**src/rtl/mem_bus_arbiter.sv**
```systemverilog
// rtl/mem_bus_arbiter.sv - Two-source split-transaction bus arbiter with in-order response routing
module mem_bus_arbiter #(
    parameter int MAX_OUTSTANDING = 4,
    parameter int DATA_PRIORITY   = 1,
    parameter int STARVE_LIMIT    = 2
) (
    input  logic        clk,
    input  logic        reset,
    input  logic        inst_req,
    input  logic        inst_cache,
    input  logic [31:0] inst_addr,
    output logic        inst_addr_ok,
    output logic        inst_data_ok,
    output logic [31:0] inst_rdata,
    input  logic        data_req,
    input  logic        data_cache,
    input  logic        data_wr,
    input  logic [3:0]  data_wstrb,
    input  logic [2:0]  data_size,
    input  logic [31:0] data_addr,
    input  logic [31:0] data_wdata,
    output logic        data_addr_ok,
    output logic        data_data_ok,
    output logic [31:0] data_rdata,
    output logic        m_req,
    output logic        m_cache,
    output logic        m_wr,
    output logic [3:0]  m_wstrb,
    output logic [2:0]  m_size,
    output logic [31:0] m_addr,
    output logic [31:0] m_wdata,
    input  logic        m_addr_ok,
    input  logic        m_data_ok,
    input  logic [31:0] m_rdata
);
    localparam int PW = $clog2(MAX_OUTSTANDING);
    localparam int CW = $clog2(MAX_OUTSTANDING + 1);
    localparam logic [CW-1:0] LP_FULL  = CW'(MAX_OUTSTANDING);
    localparam logic          LP_PRIO  = (DATA_PRIORITY != 0);
    localparam logic [1:0]    LP_LIMIT = 2'(STARVE_LIMIT);

    logic                       r_lock_valid;
    logic                       r_lock_src;
    logic [MAX_OUTSTANDING-1:0] r_order;
    logic [PW-1:0]              r_rd_ptr;
    logic [PW-1:0]              r_wr_ptr;
    logic [CW-1:0]              r_count;
    logic [1:0]                 r_streak;

    logic w_grant;
    logic w_src_req;
    logic w_other_req;
    logic w_full;
    logic w_empty;
    logic w_m_req;
    logic w_accept;
    logic w_pop;
    logic w_head;

    // Source encoding everywhere: 0 = inst, 1 = data.
    always_comb begin
        w_grant = 1'b0;
        if (r_lock_valid) begin
            w_grant = r_lock_src;
        end else if (inst_req && data_req) begin
            w_grant = (r_streak == LP_LIMIT) ? ~LP_PRIO : LP_PRIO;
        end else begin
            w_grant = data_req;
        end
    end

    assign w_src_req   = w_grant ? data_req : inst_req;
    assign w_other_req = w_grant ? inst_req : data_req;
    assign w_full      = (r_count == LP_FULL);
    assign w_empty     = (r_count == '0);
    assign w_m_req     = !w_full && w_src_req;
    assign w_accept    = w_m_req && m_addr_ok;
    assign w_pop       = m_data_ok && !w_empty;
    assign w_head      = r_order[r_rd_ptr];

    // Everything is forced low during reset so nothing leaks onto either side.
    always_comb begin
        m_req        = 1'b0;
        m_cache      = 1'b0;
        m_wr         = 1'b0;
        m_wstrb      = 4'd0;
        m_size       = 3'd0;
        m_addr       = 32'd0;
        m_wdata      = 32'd0;
        inst_addr_ok = 1'b0;
        data_addr_ok = 1'b0;
        inst_data_ok = 1'b0;
        data_data_ok = 1'b0;
        inst_rdata   = 32'd0;
        data_rdata   = 32'd0;
        if (!reset) begin
            m_req        = w_m_req;
            m_cache      = w_grant ? data_cache : inst_cache;
            m_wr         = w_grant && data_wr;
            m_wstrb      = w_grant ? data_wstrb : 4'd0;
            m_size       = w_grant ? data_size : 3'd2;
            m_addr       = w_grant ? data_addr : inst_addr;
            m_wdata      = w_grant ? data_wdata : 32'd0;
            inst_addr_ok = w_accept && !w_grant;
            data_addr_ok = w_accept && w_grant;
            inst_data_ok = w_pop && !w_head;
            data_data_ok = w_pop && w_head;
            inst_rdata   = m_rdata;
            data_rdata   = m_rdata;
        end
    end

    always_ff @(posedge clk) begin
        if (reset) begin
            r_lock_valid <= 1'b0;
            r_lock_src   <= 1'b0;
            r_order      <= '0;
            r_rd_ptr     <= '0;
            r_wr_ptr     <= '0;
            r_count      <= '0;
            r_streak     <= '0;
        end else begin
            // A request that the bus refuses keeps the grant until it is taken.
            if (w_accept) begin
                r_lock_valid <= 1'b0;
            end else if (w_m_req) begin
                r_lock_valid <= 1'b1;
                r_lock_src   <= w_grant;
            end

            if (w_accept) begin
                r_order[r_wr_ptr] <= w_grant;
                r_wr_ptr          <= r_wr_ptr + 1'b1;
                if (w_grant == LP_PRIO && w_other_req) begin
                    if (r_streak != LP_LIMIT) begin
                        r_streak <= r_streak + 1'b1;
                    end
                end else begin
                    r_streak <= '0;
                end
            end

            if (w_pop) begin
                r_rd_ptr <= r_rd_ptr + 1'b1;
            end

            case ({w_accept, w_pop})
                2'b10:   r_count <= r_count + 1'b1;
                2'b01:   r_count <= r_count - 1'b1;
                default: r_count <= r_count;
            endcase
        end
    end
endmodule

```
**config.mk**
```make
export PLATFORM = sky130hd
export DESIGN_NAME = mem_bus_arbiter
export DESIGN_NICKNAME = d
export VERILOG_FILES = /design/src/rtl/mem_bus_arbiter.sv
export SDC_FILE = /design/constraint.sdc
export NUM_CORES = 1
export LEC_CHECK = 0
export CORE_AREA = 5 5 109 111
export DETAILED_ROUTE_END_ITERATION = 10
export DIE_AREA = 0 0 114 116
export PLACE_DENSITY_LB_ADDON = 0.08
export SLEW_MARGIN = 40
export SYNTH_ARGS = -nofsm -noshare
export SYNTH_HDL_FRONTEND = slang
export SYNTH_SLANG_ARGS = --single-unit
```
**constraint.sdc**
```tcl
create_clock -name clk -period 3 [get_ports clk]
set_input_delay 0.6 -clock clk [delete_from_list [all_inputs] [get_ports clk]]
set_output_delay 0.6 -clock clk [all_outputs]
set_load 0.03 [all_outputs]
```
== Word level (Yosys, flattened, before mapping) ==
Cells that the tools add are included.
Word-level totals
  register bits after elaboration: 15
  latch bits: 0
  bits in writable memories: 0
  memory bits (read-only): 0
  input port bits: 144
  output and inout bits: 142
  memories kept: 0
Operators by class
  add/sub/neg operators: 5
  $mul: 0
  divide/modulo/power cells: 0
  $lt $le $gt $ge: 3
  equal/unequal tests: 6
  shift-type cells: 0
  muxes and demuxes: 30
  bitwise operators: 1
  reductions and logical operators: 20
Operators by type and width (number)
  2-to-1 mux 32 bit: 5
  2-to-1 mux 1 bit: 15
  logical AND 1 bit: 11
  2-to-1 mux 4 bit: 2
  adder 2 x 1 -> 2 bit, second input constant: 3
  < comparator 2 x 3 -> 1 bit, second input constant: 2
  2-to-1 mux 3 bit: 2
  case mux 3 bit (2 select lines): 1
  bitwise mux 4 bit: 1
  equality test 2 bit, second input constant: 2
  zero test 1 bit: 4
  2-to-1 mux 2 bit: 2
  AND reduction 2 bit: 2
  adder 3 x 1 -> 3 bit, second input constant: 1
  equality test 3 bit, second input constant: 1
  zero test 3 bit: 1
  subtractor 3 x 1 -> 3 bit, second input constant: 1
  binary-select mux 1 bit (select 2 bit): 1
  demux 1 bit (select 2 bit): 1
  equality test 2 x 1 -> 1 bit, second input constant: 1
  greater-or-equal comparator 2 x 1 -> 1 bit, second input constant: 1
  != test 2 x 1 -> 1 bit, second input constant: 1
  != test 2 bit, second input constant: 1
  nonzero test 2 bit: 1
  2 further kinds: 2

== Longest topological paths before layout ==
Gate-level depths: netlist of the first run.
  depth in word-level cells: 9
  depth in mapped cells: 9

== Least setup slack after synthesis of the first run ==
Ideal clock, no wire load.
  path kind: in2out
  from: input data_req
  to: output inst_addr_ok
  data arrival time: 1.948 ns
  data required time: 2.400 ns
  slack: 0.452 ns
  stages on the path: 5
  path buffers: 2
  cells stage by stage: nor2b_2 > a22o_1 > buf_2 > buf_2 > nor3_1
On the way
  cells in the longest elaborated chain, start to end: 8
  elaborated cells on any way between the ends: 9
Ends and longest elaborated chain
  from (decl): RTL line 15  | input logic data_req,
  logical AND 1 bit: RTL line 65  | end else if (inst_req && data_req) begin
  2-to-1 mux 1 bit: RTL line 65
  2-to-1 mux 1 bit: RTL line 63  | if (r_lock_valid) begin
  2-to-1 mux 1 bit: RTL line 72  | assign w_src_req = w_grant ? data_req : inst_req;
  logical AND 1 bit: RTL line 76  | assign w_m_req = !w_full && w_src_req;
  logical AND 1 bit: RTL line 77  | assign w_accept = w_m_req && m_addr_ok;
  logical AND 1 bit *: RTL line 104  | inst_addr_ok = w_accept && !w_grant;
  2-to-1 mux 1 bit *: RTL line 96  | if (!reset) begin
  to (decl): RTL line 12  | output logic inst_addr_ok,
Mark *: on every way between the ends. The rest lies on a longest branch, timed or not.

== Final worst setup path of the first run ==
  from: input inst_req
  to: output m_addr[27]
On the way
  cells in the longest elaborated chain, start to end: 5
Ends and longest elaborated chain
  from (decl): RTL line 9  | input logic inst_req,
  logical AND 1 bit: RTL line 65
  2-to-1 mux 1 bit: RTL line 65
  2-to-1 mux 1 bit: RTL line 63
  2-to-1 mux 32 bit: RTL line 102  | m_addr = w_grant ? data_addr : inst_addr;
  2-to-1 mux 32 bit: RTL line 96
  to (decl): RTL line 30  | output logic [31:0] m_addr,
No other way between the ends.

==> results of run 1 <==
[critical path: stages]
cell             delay (ps)
clkdlybuf4s50_1         570
nand2_1                 170
a21boi_4                250
buf_4                   270
nand2_1                  80
a21oi_1                 180
buf_4                   200
[metal layers]
layer  vias to the layer above  track usage, %  wire length, µm
li1                       1469               -                -
met1                      1262            16.4             4130
met2                       180            28.6             5800
met3                        12            5.38             1270
met4                         0            3.96              206
met5                         -               0                0
[registers in the layout, indices dropped and copies added, names as in the netlist]
| signal | cells |
|---|---|
| r_streak | 2 |
| r_order | 4 |
| r_count | 3 |
| r_wr_ptr | 2 |
| r_lock_valid | 1 |
| r_lock_src | 1 |
| r_rd_ptr | 2 |
[power by group]
group / switching [mW] / internal (mW) / total, mW
clock: 0.0735 / 0.0919 / 0.165
sequential: 0.0424 / 0.238 / 0.280
combinational: 0.612 / 0.534 / 1.15
total: 0.728 / 0.864 / 1.59
[stage by stage]
step,instance area (µm²),setup TNS (ps),setup slack (ps),power (mW),hold WS (ps)
global route,4760,-307,-51.6,1.70,507
global placement,4710,0,68.5,1.43,461
finish,4760,0,71.9,1.59,479
CTS,4760,0,63.1,1.61,483
detailed placement,4710,-33.6,-33.6,1.44,465
floorplan,2070,0,452,0.942,449
[area by class of cell]
cell class,instances,area [µm²]
Multi-Input combinational cell,242,1410
Tap cell,140,175
Timing Repair Buffer,296,2800
Clock inverter,1,5.00
Sequential cell,15,300
Fill cell,1057,5940
Clock buffer,3,41.3
Inverter,8,30.0
[logic make-up after synthesis]
family	share of synthesized area, %
flops	14.5
mux	5.20
buf+inv	17.5
xor+xnor	2.12
simple gates	42.6
fa+ha+maj	4.60
compound gates	13.4
[layout by cell type, fill, tap and decap left out, drive strengths merged, types with 2 or more instances in the layout]
| cell type | count |
|---|---|
| nor2 | 15 |
| xnor2 | 2 |
| clkdlybuf4s50 | 208 |
| inv | 8 |
| nor3b | 2 |
| buf | 88 |
| o31ai | 2 |
| dfxtp | 15 |
| o21ai | 4 |
| nand2 | 73 |
| a211oi | 2 |
| nand2b | 6 |
| clkbuf | 3 |
| ha | 6 |
| mux2i | 7 |
| nor2b | 34 |
| a21oi | 35 |
| and2 | 39 |
| nor3 | 3 |
| xor2 | 3 |
[worst max-delay path by stage]
stage / from / to / slack [ps]
finish: inst_req / m_addr[27] / 70
global route: inst_req / m_addr[29] / -50
CTS: inst_req / m_addr[27] / 60
detailed placement: inst_req / r_count[2] / -30
global placement: inst_req / r_count[2] / 70
floorplan: data_req / inst_addr_ok / 450
[repair_timing]
item                       4_1_cts  5_1_grt
setup endpoints to repair        0       13
gates resized for setup          0        0
buffers inserted                 0        0
==> flow_metrics.env, run 1 <==
export IMPL_status="complete, no violations"
export IMPL_first_pass_iters=4
export IMPL_vias_per_cell=4.15
export IMPL_grt_pass1_vias=2966
export IMPL_arrival_ps=2330
export IMPL_post_route_min_period_ps=2930
export IMPL_hp_class="reg2reg"
export IMPL_hold_depth=2
export IMPL_peakVddDrop_mv=0.193
export IMPL_hold_end="r_order[3]"
export IMPL_die_area_um2=13200
export IMPL_start_util_pct=19.3
export IMPL_drive_gt1_share_pct=17.3
export IMPL_maxCapViolCount=0
export IMPL_seq_area_frac_synth_pct=14.5
export IMPL_regToRegSetupSlack_ps=560
export IMPL_max_freq_ghz=0.342
export IMPL_cts_buffer_depth=2
export IMPL_cp_start_kind="input port"
export IMPL_cts_sinks=15
export IMPL_cts_tree="yes"
export IMPL_worstSetupEndpointType="primary output"
export IMPL_clk_pin_slew_ps=70
export IMPL_rr_startpoint="r_count[2]"
export IMPL_numCtsBuffers=3
export IMPL_crit_fanout=17
export IMPL_ctsRootBufferMaster="clkbuf_8"
export IMPL_htree_levels=1
export IMPL_critPathKind="in2out"
export IMPL_grt_first_pass_wirelength_um=16100
export IMPL_hpwlAfterDp_um=9740
export IMPL_synth_nets=470
export IMPL_via_count=2923
export IMPL_rsz0062_at_grt="yes"
export IMPL_antenna_left=0
export IMPL_yosysTopAreaCell="dfxtp_1"
export IMPL_wirelength_um=11400
export IMPL_fin_nets=717
export IMPL_area_growth_syn_to_layout_pct=130
export IMPL_max_slew_margin_pct=56.7
export IMPL_hold_buffers=0
export IMPL_ys_ff_latch=15
export IMPL_drv_slew=0
export IMPL_hold_viol=0
export IMPL_post_route_period_util_pct=97.6
export IMPL_netlist_top_cells_area="dfxtp_1 (15%), nand2_1 (13%), and2_1 (12%), buf_4 (12%), nor2b_1 (10%)"
export IMPL_grt_start_max_net_pins=40
export IMPL_synth_most_common_cell="nand2_1"
export IMPL_synthCells=319
export IMPL_port_buffer_count=285
export IMPL_drc=0
export IMPL_fin_cells=705
export IMPL_setup_violations=0
export IMPL_clkLatencyLatePin_ps=250
export IMPL_rows=38
export IMPL_synth_ff_type="dfxtp_1"
export IMPL_synth_edf_count=0
export IMPL_power_density_nw_per_um2=334
export IMPL_ios=286
export IMPL_synth_common_cells="nand2_1 (73), and2_1 (39), a21oi_1 (35)"
export IMPL_antenna_found_initial=0
export IMPL_final_util_pct=44.5
export IMPL_worstMarginPinSlew_ps=647
export IMPL_antenna_cells=0
export IMPL_worstHoldStart="r_order[3]"
export IMPL_p_leak_nw=2.04
export IMPL_yosysTopAreaCellShare_pct=14.5
export IMPL_critPathRequiredTime_ps=2400
export IMPL_place_gp_congestion=0.861
export IMPL_dp_cells=701
export IMPL_reg2regPathDepth=9
export IMPL_overflow=0
export IMPL_synth_async_reset_ratio_pct=0
export IMPL_synthDistinctLibCells=33
export IMPL_timing_rr_end="r_count[2]"
export IMPL_synth_warnings=0
export IMPL_wl_per_cell_um=16.2
export IMPL_die_h_um=116
export IMPL_coreArea_um2=10700
export IMPL_drt_initial_drc_count=150
export IMPL_die_w_um=114
export IMPL_syn_area_um2=2070
export IMPL_track_usage_pct=15.3
export IMPL_clock_skew_ps=2.92
export IMPL_syn_avg_cell_area_um2=6.48
Note: power is estimated with default switching activity, not from simulation.
==> run 2, diff against run 1 <==
--- a/config.mk
+++ b/config.mk
@@ -9,6 +9,7 @@
 export DETAILED_ROUTE_END_ITERATION = 10
 export DIE_AREA = 0 0 114 116
 export PLACE_DENSITY_LB_ADDON = 0.08
+export SETUP_SLACK_MARGIN = 0.1
 export SLEW_MARGIN = 40
 export SYNTH_ARGS = -nofsm -noshare
 export SYNTH_HDL_FRONTEND = slang
==> run 2 against run 1 <==
  * Non-clock buffer count grew 1
  * Sequential share of layout area barely moved
  * Register-to-register slack about the same
  * Sequential cell count unchanged
  * Critical path depth is the same
==> flow_metrics.env, run 2 (same netlist as run 1, synthesis figures left out) <==
export IMPL_cp_start_kind="input port"
export IMPL_peakVddDrop_mv=0.193
export IMPL_via_count=2933
export IMPL_grtUsageMet1_pct=16.4
export IMPL_track_usage_pct=15.3
export IMPL_clk_pin_slew_ps=70
export IMPL_ctsRootBufferMaster="clkbuf_8"
export IMPL_p_total_mw=1.60
export IMPL_place_area_um2=4710
export IMPL_p_seq_share_pct=17.6
export IMPL_p_clk_share_pct=10.3
export IMPL_arrival_ps=2210
export IMPL_antenna_cells=0
export IMPL_final_util_pct=44.7
export IMPL_coreArea_um2=10700
export IMPL_overflow=0
export IMPL_timing_rr_end="r_count[2]"
export IMPL_htree_levels=1
export IMPL_drv_slew=0
export IMPL_die_w_um=114
export IMPL_dpl_worst_slack_ps=-33.6
export IMPL_reg2regPathDepth=9
export IMPL_crit_fanout=35
export IMPL_fin_tns_setup_ps=0
export IMPL_grt_first_pass_wirelength_um=16100
export IMPL_worstSetupEndpointType="primary output"
export IMPL_first_pass_iters=4
export IMPL_fill_cells=1057
export IMPL_vias_per_cell=4.15
export IMPL_status="complete, no violations"
export IMPL_worstHoldStart="r_order[3]"
export IMPL_post_route_period_util_pct=93.7
export IMPL_worst_slack_ps=188
export IMPL_clock_skew_ps=2.76
export IMPL_p_leak_nw=2.06
export IMPL_ios=286
export IMPL_setup_violations=0
export IMPL_antenna_found_initial=0
export IMPL_start_util_pct=19.3
export IMPL_reg_largest_list="r_order x4, r_count x3"
export IMPL_worstMarginPinSlew_ps=650
export IMPL_top_register="r_order"
export IMPL_area_growth_syn_to_layout_pct=131
export IMPL_final_cell_mix="clkdlybuf4s50_1 (207), buf_4 (81), nand2_1 (72)"
export IMPL_final_common_cell="clkdlybuf4s50_1"
export IMPL_cts_buffer_depth=2
export IMPL_power_density_nw_per_um2=335
export IMPL_p_int_uw=870
export IMPL_p_sw_uw=731
export IMPL_final_area_um2=4790
export IMPL_cts_tree="yes"
export IMPL_grt_use_met2_pct=28.6
export IMPL_drt_initial_drc_count=180
export IMPL_drive_gt1_share_pct=17.7
export IMPL_grt_start_max_net_pins=40
export IMPL_maxCapViolCount=0
export IMPL_critPathRequiredTime_ps=2400
export IMPL_critPathKind="in2out"
export IMPL_drc=0
export IMPL_hold_viol=0
export IMPL_largest_register_ffs=4
export IMPL_post_route_min_period_ps=2810
export IMPL_hold_end="r_order[3]"
export IMPL_p_comb_share_pct=72.1
export IMPL_regToRegSetupSlack_ps=560
export IMPL_use_met3_pct=5.38
export IMPL_wl_per_cell_um=16.2
export IMPL_numCtsBuffers=3
export IMPL_cts_sinks=15
export IMPL_hpwlAfterDp_um=9740
export IMPL_die_area_um2=13200
export IMPL_wirelength_um=11400
export IMPL_die_h_um=116
export IMPL_max_freq_ghz=0.356
export IMPL_hold_depth=2
export IMPL_antenna_left=0
export IMPL_clkLatencyLatePin_ps=250
export IMPL_swShare_pct=45.7
export IMPL_port_buffer_count=285
export IMPL_rows=38
export IMPL_fin_nets=718
export IMPL_place_gp_congestion=0.861
export IMPL_rr_startpoint="r_count[2]"
export IMPL_gr_max_usage_layer="met2"
export IMPL_max_slew_margin_pct=56.6
export IMPL_rsz0062_at_grt="no"
export IMPL_grt_pass1_vias=2969
export IMPL_hp_class="reg2reg"
==> run 2: worst max path at each step <==
| stage | startpoint | to | depth (start not counted) |
|---|---|---|---|
| after floorplan | data_req | inst_addr_ok | 5 |
| after global placement | inst_req | r_count[2] | 10 |
| after detailed placement | inst_req | r_count[2] | 10 |
| after CTS | inst_req | m_addr[27] | 7 |
| after global routing | data_req | m_addr[28] | 7 |
| final | data_req | m_addr[27] | 7 |
==> run 2: per-stage QoR <==
step / hold WS [ps] / instances
6_report: 479 / 706
5_1_grt: 507 / 706
4_1_cts: 483 / 705
3_5_place_dp: 465 / 701
3_3_place_gp: 461 / 701
2_1_floorplan: 449 / 319
==> run 2: metal layers <==
| layer | vias to the layer above | wire [µm] |
|---|---|---|
| met3 | 12 | 1270 |
| met2 | 180 | 5850 |
| met1 | 1270 | 4110 |
| met5 | - | 0 |
| li1 | 1471 | - |
| met4 | 0 | 206 |
==> run 2: worst max-delay path, stage by stage <==
cell and delay, ps:
clkdlybuf4s50_1 530, nor2b_4 200, a22o_1 190, buf_12 200
nand2_1 70, a21oi_1 190, buf_4 200
==> run 2: area by class of cell <==
| class | instances | area (µm²) | share of cell area, % |
|---|---|---|---|
| clock buffers | 3 | 41.3 | 0.863 |
| clock inverters | 1 | 5.00 | 0.105 |
| inverters | 8 | 30.0 | 0.627 |
| multi-input cells | 242 | 1410 | 29.5 |
| flip-flops and latches | 15 | 300 | 6.27 |
| well taps | 140 | 175 | 3.66 |
| repair buffers | 297 | 2820 | 58.9 |
==> run 2: power by group through the flow <==
stage	Sequential, mW	Clock (mW)	Combinational [mW]
2_1_floorplan	0.268	0	0.674
3_3_place_gp	0.281	0	1.15
3_5_place_dp	0.284	0	1.16
4_1_cts	0.280	0.171	1.17
5_1_grt	0.288	0.184	1.24
6_report	0.281	0.165	1.15
==> run 2: repair_timing <==
item	in CTS	in global routing
setup endpoints to repair	4	73
setup buffers	0	1
gates cloned	0	0
pin swaps	0	1
gates resized for setup	2	3
hold buffers	0	0
==> run 3, diff against run 2 <==
--- a/config.mk
+++ b/config.mk
@@ -5,6 +5,7 @@
 export SDC_FILE = /design/constraint.sdc
 export NUM_CORES = 1
 export LEC_CHECK = 0
+export ABC_CLOCK_PERIOD_IN_PS = 3000
 export CORE_AREA = 5 5 109 111
 export DETAILED_ROUTE_END_ITERATION = 10
 export DIE_AREA = 0 0 114 116
==> results of run 3 <==
Final layout, timing and power as in run 2 (identical DEF).
